--- src/rtl/const_pkg.sv ---
// Shared single-bit flag constants so flag assignments read as intent, not literals.
package const_pkg;
  localparam logic TRUE  = 1'b1;
  localparam logic FALSE = 1'b0;
  localparam logic VAL   = 1'b1;
  localparam logic INV   = 1'b0;
endpackage

--- src/rtl/thor2022_bus_pkg.sv ---
// Thor2022 external-bus shared types; monitors decode arbiter state with arb_state_t.
package thor2022_bus_pkg;
  typedef enum logic [1:0] {
    IDLE = 2'd0,
    BUSY = 2'd1,
    REL  = 2'd2
  } arb_state_t;
endpackage

--- src/rtl/thor2022_rr_sel.sv ---
// Combinational round-robin pick: first set req bit at index >= pointer, wrapping.
module thor2022_rr_sel
  import const_pkg::*;
#(
  parameter  int NREQ = 4,
  localparam int IW   = $clog2(NREQ)
) (
  input  logic [NREQ-1:0] req,
  input  logic [IW-1:0]   pointer,
  output logic [NREQ-1:0] sel,
  output logic [IW-1:0]   index,
  output logic            any
);

  // Walk from farthest to nearest so the bit closest to pointer wins.
  always_comb begin
    int          j;
    logic [IW-1:0] jj;
    sel   = '0;
    index = '0;
    any   = |req;
    for (int k = NREQ-1; k >= 0; k--) begin
      j = int'(pointer) + k;
      if (j >= NREQ) j = j - NREQ;
      jj = IW'(j);
      if (req[jj]) begin
        sel     = '0;
        sel[jj] = VAL;
        index   = jj;
      end
    end
  end

endmodule

--- src/rtl/thor2022_bus_arbiter.sv ---
// Round-robin owner arbitration for the single Thor2022 external bus port,
// with lock hold, error/ack release, abandon detection and busy timeout.
module thor2022_bus_arbiter
  import const_pkg::*;
  import thor2022_bus_pkg::*;
#(
  parameter  int NREQ     = 4,
  parameter  int TMO_BITS = 10,
  localparam int IW       = $clog2(NREQ)
) (
  input  logic            clk_i,
  input  logic            rst_i,
  input  logic [NREQ-1:0] req_i,
  input  logic [NREQ-1:0] lock_i,
  input  logic            ack_i,
  input  logic            err_i,
  output logic [NREQ-1:0] gnt_o,
  output logic [IW-1:0]   gnt_num_o,
  output logic            gnt_vld_o,
  output logic            tmo_o
);

  arb_state_t          state_q, state_d;
  logic [NREQ-1:0]     gnt_q, gnt_d;
  logic [IW-1:0]       num_q, num_d;
  logic [IW-1:0]       ptr_q, ptr_d;
  logic [TMO_BITS-1:0] cnt_q, cnt_d;
  logic                tmo_q, tmo_d;

  logic [NREQ-1:0] pick_sel;
  logic [IW-1:0]   pick_idx;
  logic            pick_any;
  logic            rel;

  thor2022_rr_sel #(.NREQ(NREQ)) u_rr_sel (
    .req     (req_i),
    .pointer (ptr_q),
    .sel     (pick_sel),
    .index   (pick_idx),
    .any     (pick_any)
  );

  always_ff @(posedge clk_i) begin
    if (rst_i) begin
      state_q <= IDLE;
      gnt_q   <= '0;
      num_q   <= '0;
      ptr_q   <= '0;
      cnt_q   <= '0;
      tmo_q   <= FALSE;
    end else begin
      state_q <= state_d;
      gnt_q   <= gnt_d;
      num_q   <= num_d;
      ptr_q   <= ptr_d;
      cnt_q   <= cnt_d;
      tmo_q   <= tmo_d;
    end
  end

  always_comb begin
    state_d = state_q;
    gnt_d   = gnt_q;
    num_d   = num_q;
    ptr_d   = ptr_q;
    cnt_d   = cnt_q;
    tmo_d   = FALSE;
    rel     = FALSE;
    case (state_q)
      IDLE: if (pick_any) begin
        gnt_d   = pick_sel;
        num_d   = pick_idx;
        cnt_d   = '0;
        state_d = BUSY;
      end
      BUSY: begin
        // Error and timeout override lock; completion beats a same-cycle timeout.
        if (err_i)                                  rel = TRUE;
        else if (ack_i && lock_i[num_q])            cnt_d = '0;
        else if (ack_i)                             rel = TRUE;
        else if (!req_i[num_q] && !lock_i[num_q])   rel = TRUE;
        else if (cnt_q == '1) begin
          rel   = TRUE;
          tmo_d = TRUE;
        end else                                    cnt_d = cnt_q + 1'b1;
        if (rel) begin
          gnt_d   = '0;
          ptr_d   = (num_q == IW'(NREQ-1)) ? '0 : num_q + 1'b1;
          state_d = REL;
        end
      end
      REL:     state_d = IDLE;
      default: state_d = IDLE;
    endcase
  end

  assign gnt_o     = gnt_q;
  assign gnt_num_o = num_q;
  assign gnt_vld_o = |gnt_q;
  assign tmo_o     = tmo_q;

endmodule

--- config.mk ---
export PLATFORM = sky130hd
export DESIGN_NAME = thor2022_bus_arbiter
export DESIGN_NICKNAME = d
export VERILOG_FILES = /design/src/rtl/const_pkg.sv /design/src/rtl/thor2022_bus_pkg.sv /design/src/rtl/thor2022_rr_sel.sv /design/src/rtl/thor2022_bus_arbiter.sv
export SDC_FILE = /design/constraint.sdc
export NUM_CORES = 1
export LEC_CHECK = 0
export CORE_ASPECT_RATIO = 0.7
export CORE_MARGIN = 2
export CORE_UTILIZATION = 47
export DETAILED_ROUTE_END_ITERATION = 8
export GPL_TIMING_DRIVEN = 0
export PLACE_DENSITY_LB_ADDON = 0.3
export SLEW_MARGIN = 20
export SYNTH_ARGS = -nofsm -noshare
export SYNTH_HDL_FRONTEND = slang
export SYNTH_SLANG_ARGS = --single-unit
--- constraint.sdc ---
create_clock -name clk_i -period 7 [get_ports clk_i]
set_clock_uncertainty 0.15 [all_clocks]
set_input_delay 0.7 -clock clk_i [delete_from_list [all_inputs] [get_ports clk_i]]
set_output_delay 0.7 -clock clk_i [all_outputs]
set_load 0.02 [all_outputs]
==> results by stage <==
Die:
- For this design the top-level I/O count stands at 20.
- The die boundary width is 71.64 microns.
- For this configuration, the core starts out at a cell density of 48.47%.
- The count of standard-cell rows is 17.
- The chip height is 51.35 microns.
- The area of the core is 3105 sq um.
- The floorplan step defined a die boundary enclosing 3678 sq um.

Synthesis:
- The flip-flop and latch count after synthesis is 21.
- The number of synthesized flops with an enable pin is 0.
- Counting distinct cell types in the post-synthesis netlist gives 48.
- The number of warnings issued by yosys is 0.
- The post-synthesis instance total is 171.
- The share of flip-flops with an asynchronous set or reset after synthesis is 0%.
- For this run, the leading register cell type out of synthesis is sky130_fd_sc_hd__dfxtp_1.
- For this run, the register share of the synthesized area comes to 27.93%.
- The synthesized cell area is 1505 sq um.
- The number of nets handed over by synthesis was 192.
- The average cell area after synthesis is 8.802 sq um.
- Ranked by total cell area, the synthesized netlist is headed by sky130_fd_sc_hd__dfxtp_1 (28%), sky130_fd_sc_hd__ha_1 (7.5%), sky130_fd_sc_hd__mux2i_1 (4.7%).
- The area share of the largest cell type after synthesis is 27.93%.
- The most area-hungry cell type in the Yosys netlist is sky130_fd_sc_hd__dfxtp_1.

Clock network:
- The post-CTS resize count is 0.
- After clock tree synthesis, the flow added hold-fix buffers numbering 0.
- After clock tree synthesis, the setup repair step added 0 buffers.
- Buffers inserted during clock tree synthesis total 3.
- The clock tree from TritonCTS is built.
- CTS built an H-tree with a depth of 1.
- The clock reaches the later pin of the worst-skew pair after 260 ps.
- The root buffer cell is sky130_fd_sc_hd__clkbuf_8.
- After clock tree synthesis, the clock-pin slew on the worst setup and hold paths is 80 ps.
- The number of clock sinks is 21.
- The maximum buffer depth of the clock tree is 2.

STA:
- The final critical path time including I/O delays and setup is 2720 ps.
- Setup repair after global routing left no endpoint under its margin.
- Setup violations remaining at the end of the flow were counted as 0.
- For the pin with the worst max-slew slack, the measured transition is 608.9 ps.
- The final worst-path cycle share is 38.86%.
- The number of pins exceeding their max-slew limit in the final report is 0.
- The final count of hold timing violations is 0.
- The maximum achievable frequency is 367.6 MHz.
- The post-layout worst setup margin is 4280 ps.
- Measured against its own limit, the worst slew margin works out to 59.03%.
- In the final timing run, aggregate negative setup slack is 0 ps.

Drt:
- The number of DRC violations after detailed routing is 0.
- Detailed routing inserted a total of 1461 vias.
- For this block, the routed nets add up to 3767 microns of wire.
- In the final routed layout, each cell accounts on average for 16.24 microns.
- The detailed-router iteration count before antenna repair is 4.
- The via density per instance is 6.297.
- The detailed router finished its first iteration with 99 violations.
- In this run the remaining antenna-violating nets after routing total 0.

Global routing:
- The aggregate global-route resource usage is 22.01%.
- The total overflow left after global routing is 0.
- The first global-routing pass estimated 6396 microns of wire.
- The initial antenna violation count is 0.
- The number of global-route vias before repair is 1341.
- The maximum number of pins on one net before global-route repair is 13.

Critical path:
- The worst-case register-to-register setup slack is 4340 ps.
- The data arrival time of the critical path is 2750 ps.
- The type of origin of the critical path is an input pin.
- The depth of the worst register-to-register path is 6.
- The worst register-to-register path ends at gnt_o[3]$_SDFFE_PP0P_.
- The maximum fanout encountered on the critical timing path is 10.
- The critical path is of the in2reg type.
- The source of the worst register-to-register timing path is ptr_q[0]$_SDFFE_PP0P_.
- STA puts the critical path data required time at 7030 ps.
- The endpoint kind of the worst setup timing path is a register.

Cells and area:
- The number of diodes added for antenna fixing is 0.
- The final-layout fill cell count is 276.
- The post-route netlist has 10.82% of its cells at a drive strength greater than 1.
- The final net count is 216.
- Compared with the post-synthesis result, the final layout area differs by 18.87%.

Power:
- VDD sags by at most 104.9 uV.
- The static power due to leakage is 0.6147 nW.
- The total power per unit cell area is 208.5 nW/um^2.

Worst hold path:
- The startpoint of the worst hold path is cnt_q[9]$_SDFFE_PP0P_.
- The number of cells traversed by the worst hold path is 1.
- The worst hold path class is reg2reg.
- The terminating pin of the worst hold path is cnt_q[9]$_SDFFE_PP0P_.

Place:
- Port buffering added 19 buffers.
- The pre-CTS setup slack is 4030 ps.
- At the end of routability-driven placement, the weighted congestion stood at 0.8719.
- The detailed placer's ending HPWL is 2829 microns.

Run status:
- The run finished with clean final reports.

Flow run:
- The max-cap violation count is 0.
## report_power, final
group          switching [mW]  total (mW)  internal [mW]
registers              0.0112       0.139          0.128
logic                  0.0836       0.152         0.0689
clock network          0.0415      0.0813         0.0397
## critical path, cell delays in order
cell and delay (ps):
sky130_fd_sc_hd__clkdlybuf4s50_1 530, sky130_fd_sc_hd__nor4_1 490, sky130_fd_sc_hd__nor3_1 180, sky130_fd_sc_hd__nor2_1 320, sky130_fd_sc_hd__buf_2 290, sky130_fd_sc_hd__nand2_1 90
sky130_fd_sc_hd__o22ai_1 160
## through the flow
stage	total power [mW]	utilization (%)	cell area, sq um	hold WS (ps)	instances
finish	0.3731	57.61	1789	318.0	232
global route	0.3940	57.61	1789	357.6	232
CTS	0.3730	57.61	1789	320.6	232
detailed placement	0.2904	56.12	1743	304.1	228
global placement	0.2864	56.12	1743	301.2	228
floorplan	0.2435	-	1505	281.6	171
## cell usage in the layout, fill, tap and decap left out, types with 2 or more instances in the layout
cell type,synthesis,routed
sky130_fd_sc_hd__nand3_1,10,10
sky130_fd_sc_hd__nor4_1,5,5
sky130_fd_sc_hd__o221ai_1,3,3
sky130_fd_sc_hd__or4_1,2,2
sky130_fd_sc_hd__a21oi_1,9,9
sky130_fd_sc_hd__or3_1,4,4
sky130_fd_sc_hd__clkbuf_8,0,3
sky130_fd_sc_hd__mux2_2,3,3
sky130_fd_sc_hd__nor2_1,16,16
sky130_fd_sc_hd__o22ai_1,4,4
sky130_fd_sc_hd__dfxtp_1,21,21
sky130_fd_sc_hd__inv_1,7,7
sky130_fd_sc_hd__a221oi_1,3,3
sky130_fd_sc_hd__mux4_2,3,3
sky130_fd_sc_hd__nand4_1,3,3
sky130_fd_sc_hd__o21ai_1,3,3
sky130_fd_sc_hd__mux2i_1,7,7
sky130_fd_sc_hd__o31ai_1,2,2
sky130_fd_sc_hd__clkdlybuf4s50_1,0,19
sky130_fd_sc_hd__o21ai_0,3,3
sky130_fd_sc_hd__ha_1,9,9
sky130_fd_sc_hd__a22o_1,4,4
sky130_fd_sc_hd__a211oi_1,3,3
sky130_fd_sc_hd__nand2b_1,4,4
sky130_fd_sc_hd__a21o_1,2,2
sky130_fd_sc_hd__nor3b_1,2,2
sky130_fd_sc_hd__nor3_1,6,6
sky130_fd_sc_hd__nand2_1,11,11
## synth_stat cells, drive strengths merged, types with 2 or more instances
master and count:
o31ai 2, a22o 4, dfxtp 21, nor2 16, nand4 3, ha 9, or3 4, nand2b 5
o21ai 6, or4 2, o22ai 4, a21o 3, o221ai 4, a21oi 10, a211oi 4, nand3 10
mux4 3, nor3 6, nand2 11, mux2 3, nor4 5, inv 7, nor3b 2, mux2i 8
a221oi 3, buf 3
## cell type report
type / instances / area [sq um] / area share (%)
Multi-Input combinational cell: 139 / 1031 / 57.62
Sequential cell: 21 / 420.4 / 23.50
Timing Repair Buffer: 19 / 190.2 / 10.63
Tap cell: 38 / 47.55 / 2.657
Clock buffer: 3 / 41.29 / 2.308
Buffer: 4 / 27.53 / 1.538
Inverter: 7 / 26.28 / 1.469
Clock inverter: 1 / 5.005 / 0.2797
## cells by family after synthesis
group                    Yosys count  synth area share [%]
AO/OA/AOI/OAI                     49                 25.27
AND/OR/NAND/NOR                   67                 22.86
multiplexers                      14                 12.88
flip-flops                        21                 27.93
buffers and inverters             11                 3.574
adder cells (fa/ha/maj)            9                 7.481
## routing by layer
metal,routed length (microns),track usage [%]
met1,1935,33.09
met5,0,0
met3,205,4.339
met2,1578,32.10
met4,48,5.031
## sequential cells by signal, indices dropped and copies added, names as in the netlist
register and cells:
cnt_q 10, tmo_o 1, state_q 2, gnt_num_o 2, ptr_q 2, gnt_o 4
## how the worst max path moves through the flow
stage | start | to | cells past startpoint
after global placement | req_i[0] | gnt_o[1]$_SDFFE_PP0P_ | 7
final | req_i[0] | gnt_o[0]$_SDFFE_PP0P_ | 7
after detailed placement | req_i[0] | cnt_q[7]$_SDFFE_PP0P_ | 7
after CTS | req_i[0] | cnt_q[8]$_SDFFE_PP0P_ | 7
after floorplan | ptr_q[0]$_SDFFE_PP0P_ | gnt_o[3]$_SDFFE_PP0P_ | 6
after global routing | req_i[0] | gnt_o[1]$_SDFFE_PP0P_ | 7
No activity file was read; power rests on OpenSTA's default activity.
